**src/rtl/q1_sweep_ctrl.sv**
```systemverilog
// BIST sequencer for the q1 block: sweeps all 16 {a,b,c,d} vectors, holds each
// HOLD_CYCLES clocks, and checks f/g against the expected truth tables.
module q1_sweep_ctrl #(
    parameter int          HOLD_CYCLES = 20,
    parameter logic [15:0] EXP_F       = 16'h0000,
    parameter logic [15:0] EXP_G       = 16'h0000
) (
    input  logic       clk_i,
    input  logic       rst_ni,
    input  logic       start_i,
    input  logic       abort_i,
    output logic       a_o,
    output logic       b_o,
    output logic       c_o,
    output logic       d_o,
    input  logic       f_i,
    input  logic       g_i,
    output logic [3:0] vec_idx_o,
    output logic       busy_o,
    output logic       done_o,
    output logic       pass_o,
    output logic [4:0] err_cnt_o,
    output logic [3:0] first_err_idx_o,
    output logic       first_err_vld_o
);

    localparam int            HW        = (HOLD_CYCLES > 2) ? $clog2(HOLD_CYCLES) : 1;
    localparam logic [HW-1:0] HOLD_LAST = HW'(HOLD_CYCLES - 1);

    typedef enum logic [1:0] {IDLE, DRIVE, DONE} state_e;

    state_e        state_q, state_d;
    logic [3:0]    vec_idx_q, vec_idx_d;
    logic [HW-1:0] hold_cnt_q, hold_cnt_d;
    logic [4:0]    err_cnt_q, err_cnt_d;
    logic [3:0]    first_err_idx_q, first_err_idx_d;
    logic          first_err_vld_q, first_err_vld_d;
    logic          pass_q, pass_d;

    logic last_hold, mismatch;

    assign last_hold = (hold_cnt_q == HOLD_LAST);
    assign mismatch  = (f_i != EXP_F[vec_idx_q]) | (g_i != EXP_G[vec_idx_q]);

    always_ff @(posedge clk_i or negedge rst_ni) begin
        if (!rst_ni) state_q <= IDLE;
        else         state_q <= state_d;
    end

    always_comb begin
        state_d = state_q;
        case (state_q)
            IDLE:    if (start_i) state_d = DRIVE;
            DRIVE: begin
                if (abort_i)                              state_d = IDLE;
                else if (last_hold && vec_idx_q == 4'd15) state_d = DONE;
            end
            DONE:    state_d = IDLE;
            default: state_d = IDLE;
        endcase
    end

    always_comb begin
        a_o       = 1'b0;
        b_o       = 1'b0;
        c_o       = 1'b0;
        d_o       = 1'b0;
        vec_idx_o = 4'd0;
        busy_o    = 1'b0;
        done_o    = 1'b0;
        case (state_q)
            DRIVE: begin
                {a_o, b_o, c_o, d_o} = vec_idx_q;
                vec_idx_o            = vec_idx_q;
                busy_o               = 1'b1;
            end
            DONE: begin
                vec_idx_o = vec_idx_q;
                done_o    = 1'b1;
            end
            default: ;
        endcase
    end

    // Abort wins over a same-cycle compare, so the datapath only moves when it is low.
    always_comb begin
        vec_idx_d       = vec_idx_q;
        hold_cnt_d      = hold_cnt_q;
        err_cnt_d       = err_cnt_q;
        first_err_idx_d = first_err_idx_q;
        first_err_vld_d = first_err_vld_q;
        pass_d          = pass_q;
        if (state_q == IDLE && start_i) begin
            vec_idx_d       = 4'd0;
            hold_cnt_d      = '0;
            err_cnt_d       = 5'd0;
            first_err_idx_d = 4'd0;
            first_err_vld_d = 1'b0;
            pass_d          = 1'b0;
        end else if (state_q == DRIVE && !abort_i) begin
            if (last_hold) begin
                hold_cnt_d = '0;
                if (mismatch) begin
                    err_cnt_d = err_cnt_q + 5'd1;
                    if (!first_err_vld_q) begin
                        first_err_idx_d = vec_idx_q;
                        first_err_vld_d = 1'b1;
                    end
                end
                // pass is loaded on the final compare so it is already valid in DONE.
                if (vec_idx_q == 4'd15) pass_d = (err_cnt_d == 5'd0);
                else                    vec_idx_d = vec_idx_q + 4'd1;
            end else begin
                hold_cnt_d = hold_cnt_q + HW'(1);
            end
        end
    end

    always_ff @(posedge clk_i or negedge rst_ni) begin
        if (!rst_ni) begin
            vec_idx_q       <= 4'd0;
            hold_cnt_q      <= '0;
            err_cnt_q       <= 5'd0;
            first_err_idx_q <= 4'd0;
            first_err_vld_q <= 1'b0;
            pass_q          <= 1'b0;
        end else begin
            vec_idx_q       <= vec_idx_d;
            hold_cnt_q      <= hold_cnt_d;
            err_cnt_q       <= err_cnt_d;
            first_err_idx_q <= first_err_idx_d;
            first_err_vld_q <= first_err_vld_d;
            pass_q          <= pass_d;
        end
    end

    assign pass_o          = pass_q;
    assign err_cnt_o       = err_cnt_q;
    assign first_err_idx_o = first_err_idx_q;
    assign first_err_vld_o = first_err_vld_q;

endmodule
```
**config.mk**
```make
export PLATFORM = sky130hd
export DESIGN_NAME = q1_sweep_ctrl
export DESIGN_NICKNAME = d
export VERILOG_FILES = /design/src/rtl/q1_sweep_ctrl.sv
export SDC_FILE = /design/constraint.sdc
export NUM_CORES = 1
export LEC_CHECK = 0
export ABC_CLOCK_PERIOD_IN_PS = 5150
export CAP_MARGIN = 20
export CORE_MARGIN = 5
export CORE_UTILIZATION = 54
export DETAILED_ROUTE_END_ITERATION = 7
export PLACE_DENSITY_LB_ADDON = 0.1
export RECOVER_POWER = 25
export SYNTH_ARGS = -nofsm -noshare
export SYNTH_HDL_FRONTEND = slang
export SYNTH_SLANG_ARGS = --single-unit
```
**constraint.sdc**
```tcl
create_clock -name clk_i -period 5.15 [get_ports clk_i]
set_input_delay 1.03 -clock clk_i [delete_from_list [all_inputs] [get_ports clk_i]]
set_output_delay 1.03 -clock clk_i [all_outputs]
set_load 0.01 [all_outputs]
```
* After elaboration in Yosys (flattened, before gate mapping)
Memories as Yosys holds them, arrays and structs flattened.
Cells that the tools add are included.
** Storage, ports and cells
- Bits in registers :: 22
- Memory bits (writable) :: 0
- Output and inout port bits :: 21
- Input port bits :: 6
- Bits in read-only memories :: 16
- Latch bits :: 0
- Memories kept :: 1
** Memory list
- (name not given) :: depth 16, bits a word 1, rd ports 1, clocked after Yosys merged registers in 0, wr ports 0, line 43 : assign mismatch = (f_i != EXP_F[vec_idx_q]) | (g_i != EXP_G[vec_idx_q]);
** Cells by class
- Reduce and logical (&&, ||, !) cells :: 17
- Magnitude comparators :: 1
- Multiply operators :: 0
- Divide/modulo/power cells :: 0
- Mux-type cells :: 39
- Add/subtract/negate cells :: 3
- Shift-type cells :: 0
- Bitwise logic cells :: 1
- Equal/unequal tests :: 10
** Operators by type and width (number)
- $mux 5 :: 10
- $mux 4 :: 10
- $mux 1 :: 15
- $add 5x1->5 const B :: 2
- $reduce_and 3->1 :: 3
- $reduce_bool 2->1 :: 4
- $mux 2 :: 3
- $eq 5x5->1 const B :: 1
- $logic_not 5->1 :: 1
- $lt 4x5->1 const B :: 1
- $add 4x1->4 const B :: 1
- $eq 4x4->1 const B :: 1
- $ne 2x1->1 const B :: 2
- $pmux 2 s2 :: 1
- $reduce_and 2->1 :: 2
- $reduce_and 4->1 :: 1
- $logic_and 1x1->1 :: 3
- $ne 3x3->1 const B :: 1
- $eq 2x1->1 const B :: 1
- $eq 2x2->1 const B :: 1
- $logic_not 2->1 :: 1
- $ne 1x1->1 :: 2
- $ne 2x2->1 const B :: 1
- $reduce_or 2->1 :: 1
- other kinds (2) :: 2

* Depth between registers and ports, before layout
Gate-level depths: netlist (run 1).
- Depth after elaboration :: 13
- Depth in mapped cells :: 7
- Mapped depth without buffers :: 6

* Worst setup path after synthesis (run 1)
No wires, ideal clock.
- Kind :: in2reg
- From :: input port abort_i
- To :: register err_cnt_q[4] (netlist: err_cnt_o[4])
- Stages on the path :: 5
- Setup time :: 0.125 ns
- Data arrival time :: 2.019 ns
- Buffers on the path :: 1
- Setup slack :: 3.006 ns
- Path through :: nand2b_1 > buf_6 > nor4b_4 > nand3_1 > mux2_4
** On the way
- Word-level cells in the longest chain between the ends :: 4
** Ends and longest elaborated chain
- start: declaration :: line 11 : input logic abort_i,
- $logic_not 1->1 :: line 100 : end else if (state_q == DRIVE && !abort_i) begin
- $logic_and 1x1->1 :: line 100
- $reduce_bool 2->1 (no line)
- $reduce_and 2->1 (no line)
- end signal: assignment :: line 130 : err_cnt_q <= err_cnt_d;
- end: declaration :: line 35 : logic [4:0] err_cnt_q, err_cnt_d;
No other way between the ends.
A chain may end at the register's enable or synchronous reset.

* Final worst setup path (run 1)
- From :: register state_q[1]
- To :: output port d_o
** On the way
- Word-level cells in the longest chain between the ends :: 2
** Ends and longest elaborated chain
- start: declaration :: line 32 : state_e state_q, state_d;
- start signal: assignment :: line 47 : else state_q <= state_d;
- $eq 2x1->1 :: line 71 : case (state_q)
- $mux 1 :: line 71
- end: declaration :: line 15 : output logic d_o,
No other way between the ends.

==> results of run 1 <==
==> power breakdown <==
part           leakage, nW  switching (mW)  internal, mW
sequential           0.303          0.0130         0.186
combinational        0.358          0.0661        0.0406
clock               0.0210          0.0519        0.0431
==> layer usage <==
metal | up-vias | global-route usage
met5 | - | 0
met4 | 0 | 0.0485
met3 | 2 | 0.0373
met2 | 22 | 0.312
met1 | 502 | 0.221
li1 | 496 | -
==> how the worst max path moves through the flow <==
| stage | from | end | slack (ns) |
|---|---|---|---|
| floorplan | abort_i | err_cnt_o[4]$_DFFE_PN0P_ | 3.01 |
| global placement | abort_i | err_cnt_o[4]$_DFFE_PN0P_ | 2.41 |
| detailed placement | abort_i | err_cnt_o[4]$_DFFE_PN0P_ | 2.36 |
| CTS | state_q[1]$_DFFE_PN0P_ | d_o | 2.25 |
| global route | state_q[1]$_DFFE_PN0P_ | d_o | 2.16 |
| finish | state_q[1]$_DFFE_PN0P_ | d_o | 2.27 |
==> placed cells by master, fill, tap and decap left out, types with 2 or more instances in the layout <==
cell type,n
nor2b_1,4
nor2_1,20
and3_1,2
xnor2_1,3
nand4_1,3
inv_1,2
xor2_1,6
o21ai_0,5
a21oi_1,7
nand2_1,2
clkbuf_4,3
dfrtp_1,22
nand2b_1,4
and2_1,9
nor3_1,4
ha_1,7
nand3_1,4
clkdlybuf4s50_1,25
mux2i_1,6
==> tightest hold or removal path: stages, from the launching register on <==
cell     delay, ns
dfrtp_1       0.37
mux2i_1       0.06
nor2_1        0.08
==> through the flow <==
step | instances | worst slack (ns)
2_1_floorplan | 125 | 3.01
3_3_place_gp | 176 | 2.41
3_5_place_dp | 176 | 2.36
4_1_cts | 180 | 2.25
5_1_grt | 181 | 2.16
6_report | 181 | 2.27
==> sequential cells by signal, indices dropped and copies added, names as in the netlist <==
register,flops
err_cnt_o,5
hold_cnt_q,5
first_err_idx_o,4
vec_idx_q,4
state_q,2
first_err_vld_o,1
pass_o,1
==> cell families after synthesis <==
kind of cell / after synthesis / share of synthesized area
buf+inv: 5 / 0.0204
xor+xnor: 9 / 0.0612
compound gates: 14 / 0.0622
fa+ha+maj: 7 / 0.0680
mux: 8 / 0.0671
flops: 22 / 0.428
simple gates: 60 / 0.293
==> final cells by class <==
| class | instances | area, sq um |
|---|---|---|
| Tap cell | 28 | 35.0 |
| Clock buffer | 4 | 36.3 |
| Fill cell | 181 | 651 |
| Sequential cell | 22 | 551 |
| Timing Repair Buffer | 27 | 264 |
| Inverter | 2 | 7.51 |
| Multi-Input combinational cell | 98 | 711 |
==> results_dict.tcl, run 1 <==
set metrics [dict create \
    numClockSinks 22 \
    htreeDepth 1 \
    crit_slowest_cell "clkdlybuf4s50_1" \
    cp.required_ns 4.12 \
    final_util 0.711 \
    met3_length_um 113 \
    grt_usage 0.179 \
    die_area_sq_mm 0.00346 \
    cts_buffer_depth 2 \
    cp_top_family "buffers and inverters" \
    die_y_um 58.8 \
    ff2ff_path_depth 6 \
    powerDensity_mw_per_mm2 250 \
    num_rows 17 \
    routabilityCongestion 0.725 \
    drive_gt1_frac 0.0719 \
    fin_hold_ws_ns 0.542 \
    min_period_ns 2.88 \
    start_util 0.571 \
    max_stage_delay_ns 0.54 \
    crit_fanout 8 \
    ys_seq_area_frac 0.428 \
    num_antenna_cells 0 \
    post_drt_wl_per_cell_um 15.2 \
    syn_to_final_growth_pct 24.6 \
    hold_buffers 0 \
    synth.most_common_cell "dfrtp_1" \
    ir_drop_uv 204 \
    yosysTopAreaCellShare 0.428 \
    cts-buffers-inserted 3 \
    drt_iter0_markers 22 \
    cts_tree "built" \
    rsz0062_at_grt "false" \
    core_sq_mm 0.00225 \
    endpoint_kind "output port" \
    vias 1022 \
    hold-path-endpoint "first_err_idx_o[3]$_DFFE_PN0P_" \
    syn_nets 138 \
    dp_hpwl_mm 2.08 \
    reg2reg_slack_ns 3.06 \
    p_leak_nw 0.682 \
    grt_first_pass_wirelength_mm 4.82 \
    stdcell_area_sq_mm 0.00160 \
    cts_setup_buffers 0 \
    max-cap-violations 0 \
    finClkSkew_ns 0.000861 \
    synth_cell_types 32 \
    critPathArrivalTime_ns 1.85 \
    nNetsFinal 167 \
    cts_root_buf "clkbuf_4" \
    antenna_found_initial 0 \
    setup_viol 0 \
    synth.avg_cell_area_sq_um 10.3 \
    top_layer_used "met4" \
    cts_resized 0 \
    synth_cells 125 \
    hp-start "first_err_idx_o[3]$_DFFE_PN0P_" \
    critPathLaunchType "flop" \
    detail-route-antenna-nets 0 \
    tns_ns 0 \
    min_path_type "reg2reg" \
    syn_area_sq_mm 0.00129 \
    synth_ff_type "dfrtp_1" \
    pin_count 27 \
    fmax_mhz 347 \
    synth_top_area_cell "dfrtp_1" \
    status "completed" \
    port_buffers 26 \
    rr_startpoint "state_q[1]$_DFFE_PN0P_" \
    clk_pin_slew_worst_paths_ns 0.12 \
    ys_ff_latch 22 \
    grt_pass1_vias 1064 \
    whs_path_depth 2 \
    post-route-period-util 0.559 \
    relSlewSlack 0.511 \
    viasPerCell 5.65 \
    rr_endpoint "err_cnt_o[4]$_DFFE_PN0P_" \
    worstSetupPathDepth 4 \
    wirelength_mm 2.76 \
    die_w_um 58.8 \
    synth_commonest_cells "dfrtp_1 (22), nor2_1 (20), and2_1 (9)" \
    critPathKind "reg2out" \
    clock_latency_ns 0.30 \
    postSynth.asyncResetShare 1.00 \
    m1WireLength_mm 1.22 \
    finalHoldViolCount 0 \
    power_mw 0.401 \
    drc 0 \
    worst-path-buf-inv 2 \
    ys_top_cells_by_area "dfrtp_1 (43%), ha_1 (6.8%), nor2_1 (5.8%)" \
    slew_violations 0 \
    grt_overflow_total 0 \
    firstDrtPassIters 5 \
    worst_pin_slew_ns 0.734 \
    yosys_warnings 0 \
    cp_cell_sequence "inv_1, ha_1, and2_1, clkdlybuf4s50_1" \
    grt_max_degree 23 \
    placed_cell_area_sq_mm 0.00156 \
    wl_met2_mm 1.41 \
    synth_edf_count 0 \
]
(Power assumes the default switching activity.)
==> run 2: changes to the inputs <==
ABC_CLOCK_PERIOD_IN_PS = 2500   (was 5150)
CORE_UTILIZATION = 45   (was 54)
clock period = 2.5 ns   (was 5.15 ns; I/O delays follow)
==> run 2 against run 1 <==
Net effect: global-route usage fell by 3.7 points; final cell count up 1.7%; die area rose by 16%; critical endpoint unchanged; largest cell class unchanged; largest power group unchanged.
==> results_dict.tcl, run 2 (synthesized netlist as in run 1, its figures left out) <==
set metrics [dict create \
    status "completed" \
    grt_first_pass_wirelength_mm 4.68 \
    cp.required_ns 2.00 \
    grt_usage 0.142 \
    whs_path_depth 2 \
    tns_ns 0 \
    routabilityCongestion 0.790 \
    clock_latency_ns 0.29 \
    max-cap-violations 0 \
    crit_fanout 8 \
    cts-buffers-inserted 3 \
    min_path_type "reg2reg" \
    powerDensity_mw_per_mm2 494 \
    htreeDepth 1 \
    endpoint_kind "output port" \
    port_buffers 26 \
    worst_pin_slew_ns 1.16 \
    finalHoldViolCount 0 \
    post-route-period-util 0.947 \
    p_leak_nw 0.680 \
    drive_gt1_frac 0.0719 \
    dp_hpwl_mm 2.06 \
    wirelength_mm 2.63 \
    wl_met2_mm 1.32 \
    antenna_found_initial 0 \
    cts_setup_buffers 0 \
    grt_pass1_vias 1035 \
    num_rows 19 \
    critPathLaunchType "flop" \
    cts_root_buf "clkbuf_4" \
    cts_tree "built" \
    ff2ff_path_depth 6 \
    die_w_um 63.5 \
    mostFrequentLayoutCells "clkdlybuf4s50_1 (25), dfrtp_1 (22), nor2_1 (20)" \
    num_antenna_cells 0 \
    slew_violations 0 \
    detail-route-antenna-nets 0 \
    fmax_mhz 422 \
    start_util 0.467 \
    grt_overflow_total 0 \
    hold_buffers 0 \
    cts_resized 0 \
    firstDrtPassIters 3 \
    vias 969 \
    drc 0 \
    setup_viol 0 \
    drt_iter0_markers 26 \
    met3_length_um 98 \
    cts_buffer_depth 2 \
    critPathArrivalTime_ns 1.87 \
    m1WireLength_mm 1.20 \
    power_mw 0.791 \
    clk_pin_slew_worst_paths_ns 0.11 \
    die_area_sq_mm 0.00403 \
    top_layer_used "met4" \
    finClkSkew_ns 0.00385 \
    viasPerCell 5.27 \
    core_sq_mm 0.00276 \
    nNetsFinal 168 \
    ir_drop_uv 378 \
    critPathKind "reg2out" \
    grt_max_degree 23 \
    syn_to_final_growth_pct 24.4 \
    die_y_um 63.5 \
    rsz0062_at_grt "false" \
    layout_commonest_cell "clkdlybuf4s50_1" \
    relSlewSlack 0.225 \
    pin_count 27 \
    post_drt_wl_per_cell_um 14.3 \
    min_period_ns 2.37 \
    numClockSinks 22 \
]
-- run 2: cell types whose count changed in the layout (fill, tap and decap cells not counted) --
cell / previous run / this run
buf_4: 0 / 1
clkbuf_8: 1 / 0
-- run 2: final timing paths --
| path | from | end | slack (ns) |
|---|---|---|---|
| setup / recovery | state_q[1]$_DFFE_PN0P_ | d_o | 0.13 |
| min in group asynchronous | rst_ni | err_cnt_o[0]$_DFFE_PN0P_ | 0.94 |
| hold / removal | first_err_idx_o[3]$_DFFE_PN0P_ | first_err_idx_o[3]$_DFFE_PN0P_ | 0.54 |
| setup reg to reg | state_q[1]$_DFFE_PN0P_ | first_err_idx_o[2]$_DFFE_PN0P_ | 0.39 |
| max in group asynchronous | rst_ni | first_err_idx_o[0]$_DFFE_PN0P_ | 0.87 |
| hold reg to reg | first_err_idx_o[3]$_DFFE_PN0P_ | first_err_idx_o[3]$_DFFE_PN0P_ | 0.54 |
-- run 2: where the power goes --
part           leakage, nW  internal, mW  switching, mW
Clock               0.0138        0.0560         0.0987
Combinational        0.363        0.0887          0.139
Sequential           0.303         0.383         0.0258
Total                0.680         0.527          0.263
-- run 2: final cells by class --
cell class / instances / area, sq um
fill: 261 / 1160
multi-input combinational: 98 / 711
timing repair buffer: 28 / 272
sequential: 22 / 551
tap: 31 / 38.8
inverter: 2 / 7.51
clock buffer: 3 / 22.5
-- run 2: critical path, stage by stage, from the launching register on --
cell	delay, ns
dfrtp_1	0.41
inv_1	0.10
ha_1	0.33
and2_1	0.19
clkdlybuf4s50_1	0.54
-- run 2: layer usage --
| layer | vias to the layer above | global-route usage |
|---|---|---|
| met5 | - | 0 |
| met4 | 0 | 0.0494 |
| met3 | 2 | 0.0320 |
| met2 | 13 | 0.244 |
| met1 | 467 | 0.173 |
| li1 | 487 | - |
-- run 2: metrics by stage --
stage          worst slack, ns  hold slack (ns)  cell area (sq um)  std cells  utilization
6_report                 0.132            0.537               1600        184        0.581
5_1_grt                 0.0242            0.574               1600        184        0.581
4_1_cts                  0.120            0.538               1610        184        0.582
3_5_place_dp             0.245            0.513               1580        181        0.574
3_3_place_gp             0.304            0.507               1580        181        0.574
2_1_floorplan            0.688            0.204               1290        125            -
